==> config.mk <==
export PLATFORM = sky130hd
export DESIGN_NAME = led_event_stretcher
export DESIGN_NICKNAME = d
export VERILOG_FILES = /design/src/rtl/led_stretch_pkg.sv /design/src/rtl/led_stretch_ch.sv /design/src/rtl/led_event_stretcher.sv
export SDC_FILE = /design/constraint.sdc
export NUM_CORES = 1
export LEC_CHECK = 0
export ABC_AREA = 1
export CAP_MARGIN = 5
export CORE_ASPECT_RATIO = 1.2
export CORE_MARGIN = 2
export CORE_UTILIZATION = 45
export CTS_CLUSTER_DIAMETER = 150
export DETAILED_ROUTE_END_ITERATION = 8
export DONT_BUFFER_PORTS = 1
export GPL_ROUTABILITY_DRIVEN = 0
export GPL_TIMING_DRIVEN = 0
export MAX_ROUTING_LAYER = met4
export PLACE_DENSITY_LB_ADDON = 0.15
export SLEW_MARGIN = 25
export SYNTH_ARGS = -nofsm -noshare
export SYNTH_HDL_FRONTEND = slang
export SYNTH_SLANG_ARGS = --single-unit
==> constraint.sdc <==
create_clock -name clk -period 3.7 [get_ports clk]
set_input_delay 0.185 -clock clk [delete_from_list [all_inputs] [get_ports clk]]
set_output_delay 0.185 -clock clk [all_outputs]
set_load 0.05 [all_outputs]
==> src/rtl/led_stretch_pkg.sv <==
// Shared constants and state encoding for the LED event stretcher.
// Optional PWM dimming is enabled with LED_STRETCH_PWM_EN.
package led_stretch_pkg;

  localparam int ON_CYCLES_DEF  = 12500000;
  localparam int GAP_CYCLES_DEF = 6250000;
  localparam int CNT_W_DEF      = 24;
  localparam int PEND_W_DEF     = 3;

  typedef logic [1:0] state_t;

  localparam state_t ST_IDLE = 2'd0;
  localparam state_t ST_ON   = 2'd1;
  localparam state_t ST_GAP  = 2'd2;

endpackage

==> src/rtl/led_stretch_ch.sv <==
// One LED channel: blink FSM, shared ON/GAP timer, pend queue
// and sticky overflow flag.
module led_stretch_ch
  import led_stretch_pkg::*;
#(
  parameter int ON_CYCLES  = ON_CYCLES_DEF,
  parameter int GAP_CYCLES = GAP_CYCLES_DEF,
  parameter int CNT_W      = CNT_W_DEF,
  parameter int PEND_W     = PEND_W_DEF
) (
  input  logic clk,
  input  logic reset,
  input  logic i_evt,
  input  logic i_clr,
  input  logic i_pwm_on,
  output logic o_led,
  output logic o_busy,
  output logic o_ovf
);

  localparam logic [CNT_W-1:0]  ON_LAST  = CNT_W'(ON_CYCLES - 1);
  localparam logic [CNT_W-1:0]  GAP_LAST = CNT_W'(GAP_CYCLES - 1);
  localparam logic [PEND_W-1:0] PEND_MAX = '1;

  state_t            r_state;
  state_t            w_state_nxt;
  logic [CNT_W-1:0]  r_timer;
  logic [CNT_W-1:0]  w_timer_nxt;
  logic [PEND_W-1:0] r_pend;
  logic [PEND_W-1:0] w_pend_nxt;
  logic              w_queue;
  logic              w_ovf_set;
  logic              r_ovf;
  logic              r_led;
  logic              r_busy;

  always_comb begin
    w_state_nxt = r_state;
    w_timer_nxt = r_timer;
    w_pend_nxt  = r_pend;
    w_queue     = 1'b0;
    w_ovf_set   = 1'b0;
    unique case (r_state)
      ST_IDLE: begin
        if (i_evt) begin
          w_state_nxt = ST_ON;
          w_timer_nxt = '0;
        end
      end
      ST_ON: begin
        w_queue = i_evt;
        if (r_timer == ON_LAST) begin
          w_state_nxt = ST_GAP;
          w_timer_nxt = '0;
        end else begin
          w_timer_nxt = r_timer + 1'b1;
        end
      end
      ST_GAP: begin
        if (r_timer == GAP_LAST) begin
          w_timer_nxt = '0;
          // a queued blink wins; a same-cycle event replaces it in the queue
          if (r_pend != '0) begin
            w_state_nxt = ST_ON;
            if (!i_evt) w_pend_nxt = r_pend - 1'b1;
          end else if (i_evt) begin
            w_state_nxt = ST_ON;
          end else begin
            w_state_nxt = ST_IDLE;
          end
        end else begin
          w_timer_nxt = r_timer + 1'b1;
          w_queue     = i_evt;
        end
      end
      default: begin
        w_state_nxt = ST_IDLE;
        w_timer_nxt = '0;
      end
    endcase
    if (w_queue) begin
      if (r_pend == PEND_MAX) w_ovf_set = 1'b1;
      else                    w_pend_nxt = r_pend + 1'b1;
    end
  end

  always_ff @(posedge clk) begin
    if (reset) begin
      r_state <= ST_IDLE;
      r_timer <= '0;
      r_pend  <= '0;
      r_ovf   <= 1'b0;
      r_led   <= 1'b0;
      r_busy  <= 1'b0;
    end else begin
      r_state <= w_state_nxt;
      r_timer <= w_timer_nxt;
      r_pend  <= w_pend_nxt;
      r_ovf   <= w_ovf_set | (r_ovf & ~i_clr);
      r_led   <= (w_state_nxt == ST_ON) & i_pwm_on;
      r_busy  <= (w_state_nxt != ST_IDLE);
    end
  end

  assign o_led  = r_led;
  assign o_busy = r_busy;
  assign o_ovf  = r_ovf;

endmodule

==> src/rtl/led_event_stretcher.sv <==
// N_CH independent LED blink stretchers with event queueing.
// Define LED_STRETCH_PWM_EN to add a shared 4-bit duty dimmer.
module led_event_stretcher
  import led_stretch_pkg::*;
#(
  parameter int N_CH       = 4,
  parameter int ON_CYCLES  = ON_CYCLES_DEF,
  parameter int GAP_CYCLES = GAP_CYCLES_DEF,
  parameter int CNT_W      = CNT_W_DEF,
  parameter int PEND_W     = PEND_W_DEF
) (
  input  logic            clk,
  input  logic            reset,
  input  logic [N_CH-1:0] evt_in,
  input  logic [N_CH-1:0] clr_overflow,
`ifdef LED_STRETCH_PWM_EN
  input  logic [3:0]      duty,
`endif
  output logic [N_CH-1:0] led_out,
  output logic [N_CH-1:0] busy,
  output logic [N_CH-1:0] overflow
);

  logic w_pwm_on;

`ifdef LED_STRETCH_PWM_EN
  logic [3:0] r_pwm_cnt;

  always_ff @(posedge clk) begin
    if (reset) r_pwm_cnt <= '0;
    else       r_pwm_cnt <= r_pwm_cnt + 1'b1;
  end

  assign w_pwm_on = (r_pwm_cnt < duty);
`else
  assign w_pwm_on = 1'b1;
`endif

  for (genvar g = 0; g < N_CH; g++) begin : g_ch
    led_stretch_ch #(
      .ON_CYCLES  (ON_CYCLES),
      .GAP_CYCLES (GAP_CYCLES),
      .CNT_W      (CNT_W),
      .PEND_W     (PEND_W)
    ) u_ch (
      .clk      (clk),
      .reset    (reset),
      .i_evt    (evt_in[g]),
      .i_clr    (clr_overflow[g]),
      .i_pwm_on (w_pwm_on),
      .o_led    (led_out[g]),
      .o_busy   (busy[g]),
      .o_ovf    (overflow[g])
    );
  end

endmodule
After elaboration in Yosys (flattened, before gate mapping) --
Cells that the tools add are included.
Storage, ports and cells: bits in registers 128, output and inout port bits 12, logic and storage cells 168
Operators by class: $add $sub $neg 12, equality and inequality tests 28, multiplexer cells 80, bitwise gates (word level) 12, reduce and logical (&&, ||, !) cells 12
Operators with widths (count):
- 2-to-1 mux 24 bit | 12
- case mux 24 bit (3 select lines) | 4
- adder 24 x 1 -> 24 bit (second input constant) | 4
- equality test 24 x 23 -> 1 bit (second input constant) | 4
- equality test 24 bit (second input constant) | 4
- 2-to-1 mux 3 bit | 24
- 2-to-1 mux 2 bit | 16
- case mux 2 bit (3 select lines) | 4
- equality test 2 x 1 -> 1 bit (second input constant) | 8
- 2-to-1 mux 1 bit | 16
- adder 3 x 1 -> 3 bit (second input constant) | 4
- equality test 3 bit (second input constant) | 4
- nonzero test 3 bit | 4
- subtractor 3 x 1 -> 3 bit (second input constant) | 4
- equality test 2 bit (second input constant) | 4
- zero test 2 bit | 4
- != test 2 bit (second input constant) | 4
- case mux 1 bit (2 select lines) | 4
- nonzero test 2 bit | 4
- AND 1 bit | 4
- NOT 1 bit | 4
- OR 1 bit | 4

Depth between registers and ports, before layout --
Gate-level depths: netlist of run 1.
depth in word-level cells 7, gate-level depth with buffers 13

Cells and area by module --
Synthesis of run 1 repeated with hierarchy kept, for this count alone.
Second synthesis, totals: cell total of the unflattened synthesis 1304, area, all modules 8504.4 µm²
By module, submodules not included:
- led_stretch_ch (g_ch[0].u_ch ...) | instances 3, cells an instance 323, area each 2110.8 µm², seq. area each 640.6 µm²
- led_stretch_ch (g_ch[3].u_ch) | instances 1, cells an instance 334, area each 2168.3 µm², seq. area each 640.6 µm²
- led_event_stretcher | instances 1, cells an instance 1, area each 3.8 µm², seq. area each 0.0 µm²

Worst setup path after synthesis of run 1 --
No wires, ideal clock.
path kind register -> register, start reg g_ch[0].u_ch.r_state[0], end reg g_ch[0].u_ch.r_timer[7], library setup time 70 ps, arrival 1598 ps, required time 3630 ps, path slack 2031 ps, cell stages (with the launch flop) 11, buffers on the path 1, cell sequence dfxtp_1 -> inv_1 -> ha_1 -> inv_1 -> nor2_1 -> nor2_1 -> nand2_1 -> inv_2 -> buf_6 -> nand2_1 -> a21oi_1
On the way: longest elaborated chain between the ends 2, elaborated cells on any way between the ends 5, classes of those cells eq/ne (3); mux (1); reduce/logical (1)
Ends and longest elaborated chain:
- start, declared | line led_stretch_ch.sv:25 | state_t r_state;
- start signal, assigned | line led_stretch_ch.sv:96 | r_state <= w_state_nxt;
- equality test 2 bit (tied with other cells) | line led_stretch_ch.sv:43 | unique case (r_state)
- case mux 24 bit (3 select lines) / != test 2 bit (equally long branches)
- end signal, assigned | line led_stretch_ch.sv:97 | r_timer <= w_timer_nxt;
- end, declared | line led_stretch_ch.sv:27 | logic [CNT_W-1:0] r_timer;
Parallel ways exist; a longest one is shown, timed or not. A chain may end at the register's enable or synchronous reset.

Worst setup path after layout of run 1 --
start reg g_ch[0].u_ch.r_state[0], end reg g_ch[0].u_ch.r_timer[14]
The elaborated chain is that of the path after synthesis.

==> impl_metrics.env, run 1 <==
export IMPL_status="complete, no violations"
export IMPL_rows=54
export IMPL_fill_cells=1924
export IMPL_synth_area_leader_cell="dfxtp_1"
export IMPL_fin_hold_ws_ps=23.0
export IMPL_timing_critical_path_cells="inv_1 -> ha_1 -> inv_1 -> nor2_1 -> nor2_1 -> nand2_1 -> inv_2 -> buf_6 -> nand2_1 -> a21oi_1"
export IMPL_clock_power_share_pct=48.9
export IMPL_fmax_ghz=0.436
export IMPL_worst_setup_path_end_kind="register"
export IMPL_tightest_slew_ps=838
export IMPL_synth_seq_cells=128
export IMPL_synth_compound_area_share_pct=7.63
export IMPL_placedCellCount=1557
export IMPL_post_dp_hpwl_um=15200
export IMPL_synth_top_family_by_area="simple AND/OR/NAND/NOR gates"
export IMPL_antenna_cells=0
export IMPL_area_delta_synth_final_pct=10.7
export IMPL_yosysWarnings=0
export IMPL_firstDrtPassIters=5
export IMPL_p_comb_share_pct=8.1
export IMPL_synth_top_area_share_pct=30.9
export IMPL_postCtsSetupBuffers=0
export IMPL_grt_pass1_vias=7525
export IMPL_grt_max_degree=17
export IMPL_fin_nets=1404
export IMPL_vias=8177
export IMPL_drt_iter0_markers=467
export IMPL_ys_seq_area_share_pct=30.9
export IMPL_synthSimpleGateAreaFrac_pct=40.9
export IMPL_switchingPower_mw=0.849
export IMPL_fin_crit_ps=2290
export IMPL_wl_per_cell_um=12.8
export IMPL_avgSynthCellArea_um2=6.23
export IMPL_antenna_found_initial=0
export IMPL_period_share_pct=61.9
export IMPL_rsz0062_at_grt="false"
export IMPL_hold_buffers=5
export IMPL_globalRoute_totalOverflow=0
export IMPL_hold_violations=0
export IMPL_slew_headroom_pct=43.9
export IMPL_ys_top_cells_by_area="dfxtp_1, nand2_1, nor2_1, inv_1, nand3_1"
export IMPL_drc=0
export IMPL_vdd_drop_max_mv=0.346
export IMPL_final_core_util_pct=50.7
export IMPL_min_path_type="in2reg"
export IMPL_cpMaxStageDelayCell="nor2_1"
export IMPL_ctsHtreeMaxLevel=4
export IMPL_clk_latency_ps=430
export IMPL_clockBufferDepth=2
export IMPL_setup_violations=0
export IMPL_muxShareOfSynthArea_pct=0
export IMPL_wl_um=20400
export IMPL_drv_cap=0
export IMPL_synth_area_mm2=0.00830
export IMPL_ios=22
export IMPL_p_per_area_mw_per_mm2=357
export IMPL_fin_setup_tns_ps=0
export IMPL_crit_arrival_ps=2650
export IMPL_core_area_mm2=0.0181
export IMPL_cts_sinks=128
export IMPL_synth_cells=1333
export IMPL_critPathKind="reg2reg"
export IMPL_grt_util_all_layers_pct=22.2
export IMPL_synthAdderAreaFrac_pct=5.58
export IMPL_die_width_um=128
export IMPL_cts_root_buffer="clkbuf_16"
export IMPL_start_kind="register"
export IMPL_cts_resized=0
export IMPL_yosysUniqueCellTypes=43
export IMPL_clkTransAtPathRegs_ps=60
export IMPL_die_area_mm2=0.0195
export IMPL_portBuffers=0
export IMPL_grt_first_pass_wirelength_um=35000
export IMPL_syn_nets=1380
export IMPL_final_layout_size_suffix_gt1_share_pct=6.50
export IMPL_p_leak_nw=3.82
export IMPL_drv_slew=0
export IMPL_synth_xor_area_share_pct=4.12
export IMPL_power_frac_seq_pct=43.0
export IMPL_power_internal_mw=2.43
export IMPL_switching_share_pct=25.9
export IMPL_via_per_inst=5.13
export IMPL_cts_buffers=17
export IMPL_die_height_um=153
export IMPL_start_util_pct=45.8
export IMPL_cts_tree="done"
export IMPL_worstPathMaxFanout=10
export IMPL_power_mw=3.28
export IMPL_cp_required_ps=4060
export IMPL_antenna_left=0
export IMPL_fin_cells=1593
export IMPL_slowest_delay_ps=670
export IMPL_skew_ps=8.91
==> metrics by stage <==
step                setup slack, ps  area (um^2)
global route                   1190         9190
detailed placement             1430         8580
floorplan                      2030         8300
CTS                            1400         9190
global placement               1440         8580
finish                         1410         9190
==> per-layer routing <==
metal | track usage, % | share of wire (%)
met1 | 27.4 | 47
met5 | - | 0
met3 | 4.07 | 4.0
met2 | 37.1 | 47
met4 | 6.49 | 1.7
==> worst paths after layout <==
check	startpoint	end	slack, ps	cells after the start
min reg2reg	g_ch[3].u_ch.o_ovf	g_ch[3].u_ch.o_ovf	460	2
max	g_ch[0].u_ch.r_state[0]	g_ch[0].u_ch.r_timer[14]	1410	10
max reg2reg	g_ch[0].u_ch.r_state[0]	g_ch[0].u_ch.r_timer[14]	1410	10
min	evt_in[2]	g_ch[2].u_ch.o_ovf	20	4
==> flip-flops by register name (all words and copies together), names as in the netlist <==
name               cells
g_ch.u_ch.r_timer     96
g_ch.u_ch.o_led        4
g_ch.u_ch.o_busy       4
g_ch.u_ch.r_pend      12
g_ch.u_ch.r_state      8
g_ch.u_ch.o_ovf        4
==> cell type report <==
cell class	instances	area, um^2	area share, %
Multi-Input combinational cell	986	4830	52.6
Tap cell	224	280	3.05
Inverter	179	672	7.31
Buffer	40	231	2.52
Clock buffer	21	470	5.12
Sequential cell	128	2560	27.9
Timing Repair Buffer	5	50.0	0.545
Clock inverter	10	87.6	0.953
==> power by group through the flow <==
stage | clock network, mW | logic, mW | registers, mW
6_report | 1.61 | 0.265 | 1.41
5_1_grt | 1.70 | 0.297 | 1.41
4_1_cts | 1.63 | 0.269 | 1.41
3_5_place_dp | 0 | 0.263 | 1.44
3_3_place_gp | 0 | 0.261 | 1.44
2_1_floorplan | 0 | 0.198 | 1.44
==> worst max-delay path, delay by kind of cell, from the launching register on <==
| kind | cells | cell delay, ps |
|---|---|---|
| buf+inv | 4 | 460 |
| flops | 1 | 410 |
| fa+ha+maj | 1 | 210 |
| simple gates | 4 | 1040 |
| compound gates | 1 | 120 |
==> synthesized netlist by cell type <==
master,count
inv_1,175
nand4_1,51
nand3b_1,6
clkinv_1,2
xor2_1,32
or2_2,6
o22ai_1,1
or3_1,1
ha_1,37
clkbuf_2,1
a21o_1,2
nor2_4,1
dfxtp_1,128
nor2_2,9
o32ai_1,2
nand3_1,97
clkbuf_1,14
inv_2,2
a21oi_1,69
o31ai_1,1
nand3_2,3
nor4_2,1
a31oi_1,2
or2_0,1
o21ai_0,27
nor3b_1,1
xnor2_1,7
buf_2,10
nand2_1,349
o21ai_4,1
a21oi_2,1
nand2_2,4
o21ai_2,2
nor2_1,239
o21bai_1,3
o21ai_1,1
nor3_1,19
o211ai_1,2
nor4_1,5
a31o_2,1
buf_6,3
nor3_2,2
buf_4,12
==> cell usage in the layout, fill, tap and decap left out, types with 3 or more instances in the layout <==
| cell | count |
|---|---|
| clkinv_2 | 4 |
| nand3_1 | 97 |
| nor2_2 | 9 |
| nand3_2 | 3 |
| nand3b_1 | 6 |
| xnor2_1 | 7 |
| clkbuf_16 | 17 |
| or2_2 | 6 |
| buf_2 | 10 |
| nor3_1 | 19 |
| dfxtp_1 | 128 |
| ha_1 | 37 |
| inv_1 | 175 |
| nor4_1 | 5 |
| buf_6 | 3 |
| clkbuf_1 | 15 |
| dlygate4sd3_1 | 5 |
| xor2_1 | 32 |
| o21ai_0 | 27 |
| nor2_1 | 239 |
| clkinvlp_4 | 5 |
| clkbuf_8 | 3 |
| o21bai_1 | 3 |
| nand4_1 | 51 |
| buf_4 | 12 |
| nand2_2 | 4 |
| nand2_1 | 349 |
| a21oi_1 | 69 |
==> cell families after synthesis <==
logic type | Yosys count
and+or+nand+nor | 795
buffers and inverters | 219
DFF | 128
AOI/OAI and AO/OA | 115
xor gates and xnor gates | 39
adders and majority gates | 37
(Power assumes the default switching activity.)
==> run 2, diff against run 1 <==
==> constraint.sdc (replaced) <==
create_clock -name clk -period 2.4 [get_ports clk]
set_input_delay 0.12 -clock clk [delete_from_list [all_inputs] [get_ports clk]]
set_output_delay 0.12 -clock clk [all_outputs]
set_load 0.05 [all_outputs]
==> run 2 against run 1 <==
Register-to-register slack worse by 1200 ps. Die area did not move. Sequential share of layout area shrank 0.23 points. Worst hold slack got worse by 5.8 ps. Global-route usage rose by 0.13 points. First-iteration DRC count is 6.4% higher. Cell count grew 0.38%. Combinational power increased by 57%. Non-clock buffer count up 6. Flip-flop and latch count unchanged. Cell area is 0.83% higher. Sequential power up 55%. Largest power group unchanged.
==> impl_metrics.env, run 2 (synthesis gave the netlist of run 1 again) <==
export IMPL_status="complete, no violations"
export IMPL_largest_reg_flops=96
export IMPL_final_layout_size_suffix_gt1_share_pct=6.69
export IMPL_clockBufferDepth=2
export IMPL_tightest_slew_ps=762
export IMPL_clock_power_share_pct=48.8
export IMPL_final_cell_mix="nand2_1, nor2_1, inv_1"
export IMPL_rows=54
export IMPL_grt_max_degree=17
export IMPL_cp_required_ps=2710
export IMPL_crit_arrival_ps=2490
export IMPL_start_kind="register"
export IMPL_wl_um=20500
export IMPL_ctsHtreeMaxLevel=4
export IMPL_cts_tree="done"
export IMPL_fmax_ghz=0.458
export IMPL_clk_latency_ps=430
export IMPL_vias=8180
export IMPL_drv_slew=0
export IMPL_drc=0
export IMPL_grt_util_all_layers_pct=22.4
export IMPL_vdd_drop_max_mv=0.534
export IMPL_cpMaxStageDelayCell="dlygate4sd3_1"
export IMPL_core_area_mm2=0.0181
export IMPL_slowest_delay_ps=570
export IMPL_antenna_found_initial=0
export IMPL_period_share_pct=90.9
export IMPL_p_leak_nw=3.86
export IMPL_area_delta_synth_final_pct=11.6
export IMPL_worst_setup_path_end_kind="register"
export IMPL_timing_critical_path_cells="ha_1 -> nand2_1 -> inv_1 -> nand2_1 -> nor2_1 -> nand3_2 -> nand2_1 -> nand2_1 -> nand3_1 -> a21oi_1 -> dlygate4sd3_1"
export IMPL_ios=22
export IMPL_placedCellCount=1557
export IMPL_antenna_left=0
export IMPL_hold_violations=0
export IMPL_die_height_um=153
export IMPL_fin_nets=1410
export IMPL_switchingPower_mw=1.31
export IMPL_fin_crit_ps=2180
export IMPL_regMostFlops="g_ch.u_ch.r_timer"
export IMPL_min_path_type="in2reg"
export IMPL_path_common_cell="nand2_1"
export IMPL_via_per_inst=5.12
export IMPL_drt_iter0_markers=497
export IMPL_globalRoute_totalOverflow=0
export IMPL_cts_sinks=128
export IMPL_p_per_area_mw_per_mm2=547
export IMPL_worstPathMaxFanout=4
export IMPL_post_dp_hpwl_um=15200
export IMPL_die_area_mm2=0.0195
export IMPL_clkTransAtPathRegs_ps=60
export IMPL_cts_root_buffer="clkbuf_16"
export IMPL_final_core_util_pct=51.2
export IMPL_wl_per_cell_um=12.8
export IMPL_drv_cap=0
export IMPL_largestRegisters="g_ch.u_ch.r_timer x96, g_ch.u_ch.r_pend x12, g_ch.u_ch.r_state x8"
export IMPL_critPathKind="reg2reg"
export IMPL_start_util_pct=45.8
export IMPL_switching_share_pct=25.9
export IMPL_die_width_um=128
export IMPL_p_comb_share_pct=8.2
export IMPL_final_common_cell="nand2_1"
export IMPL_slew_headroom_pct=49.2
export IMPL_skew_ps=7.73
export IMPL_fin_hold_ws_ps=17.1
export IMPL_power_internal_mw=3.76
export IMPL_setup_violations=0
export IMPL_fin_cells=1599
export IMPL_antenna_cells=0
export IMPL_firstDrtPassIters=5
export IMPL_grt_first_pass_wirelength_um=35200
export IMPL_portBuffers=0
export IMPL_grt_pass1_vias=7574
export IMPL_fin_setup_tns_ps=0
export IMPL_power_frac_seq_pct=42.9
export IMPL_cts_buffers=17
## run 2: cell type report
cell class | count | area, um^2
clock buffer | 21 | 470
timing repair buffer | 11 | 110
multi-input combinational | 986 | 4850
fill | 1921 | 8840
sequential | 128 | 2560
inverter | 179 | 676
buffer | 40 | 231
tap | 224 | 280
clock inverter | 10 | 87.6
## run 2: worst paths after layout
path / start / endpoint / slack (ps) / depth (start not counted)
worst max-delay path: g_ch[1].u_ch.r_timer[0] / g_ch[1].u_ch.o_ovf / 220 / 11
worst min register to register: g_ch[0].u_ch.o_ovf / g_ch[0].u_ch.o_ovf / 470 / 2
worst max register to register: g_ch[1].u_ch.r_timer[0] / g_ch[1].u_ch.o_ovf / 220 / 11
worst min-delay path: evt_in[0] / g_ch[0].u_ch.o_ovf / 20 / 4
## run 2: layer usage
layer / wire length (um) / GRT usage, % / vias up
met5: 0 / - / -
met4: 359 / 6.49 / 0
met3: 707 / 3.86 / 32
met2: 9750 / 37.3 / 135
met1: 9680 / 27.7 / 3745
li1: - / - / 4268
## run 2: through the flow
stage               worst slack, ps  total power, mW  area [um^2]
floorplan                       731             2.52         8300
global placement                137             2.63         8580
detailed placement              125             2.63         8580
CTS                             103             5.11         9250
global route                  -23.5             5.26         9260
finish                          219             5.07         9260
## run 2: timing repair
action	in CTS	in global routing
setup endpoints to repair	0	14
gates resized for setup	0	4
endpoints found under the hold margin	20	0
buffers inserted	0	0
hold buffers	11	0
## run 2: power groups by stage
stage | clock network [mW] | registers [mW] | logic (mW)
6_report | 2.48 | 2.18 | 0.417
5_1_grt | 2.61 | 2.18 | 0.467
4_1_cts | 2.52 | 2.18 | 0.419
3_5_place_dp | 0 | 2.22 | 0.405
3_3_place_gp | 0 | 2.22 | 0.403
2_1_floorplan | 0 | 2.22 | 0.305
## run 2: worst max-delay path, delay by kind of cell, from the launching register on
kind	cells	cell delay, ps
adder cells (fa/ha/maj)	1	190
AND/OR/NAND/NOR	7	790
buffers and inverters	2	660
flip-flops	1	360
AO/OA/AOI/OAI	1	50
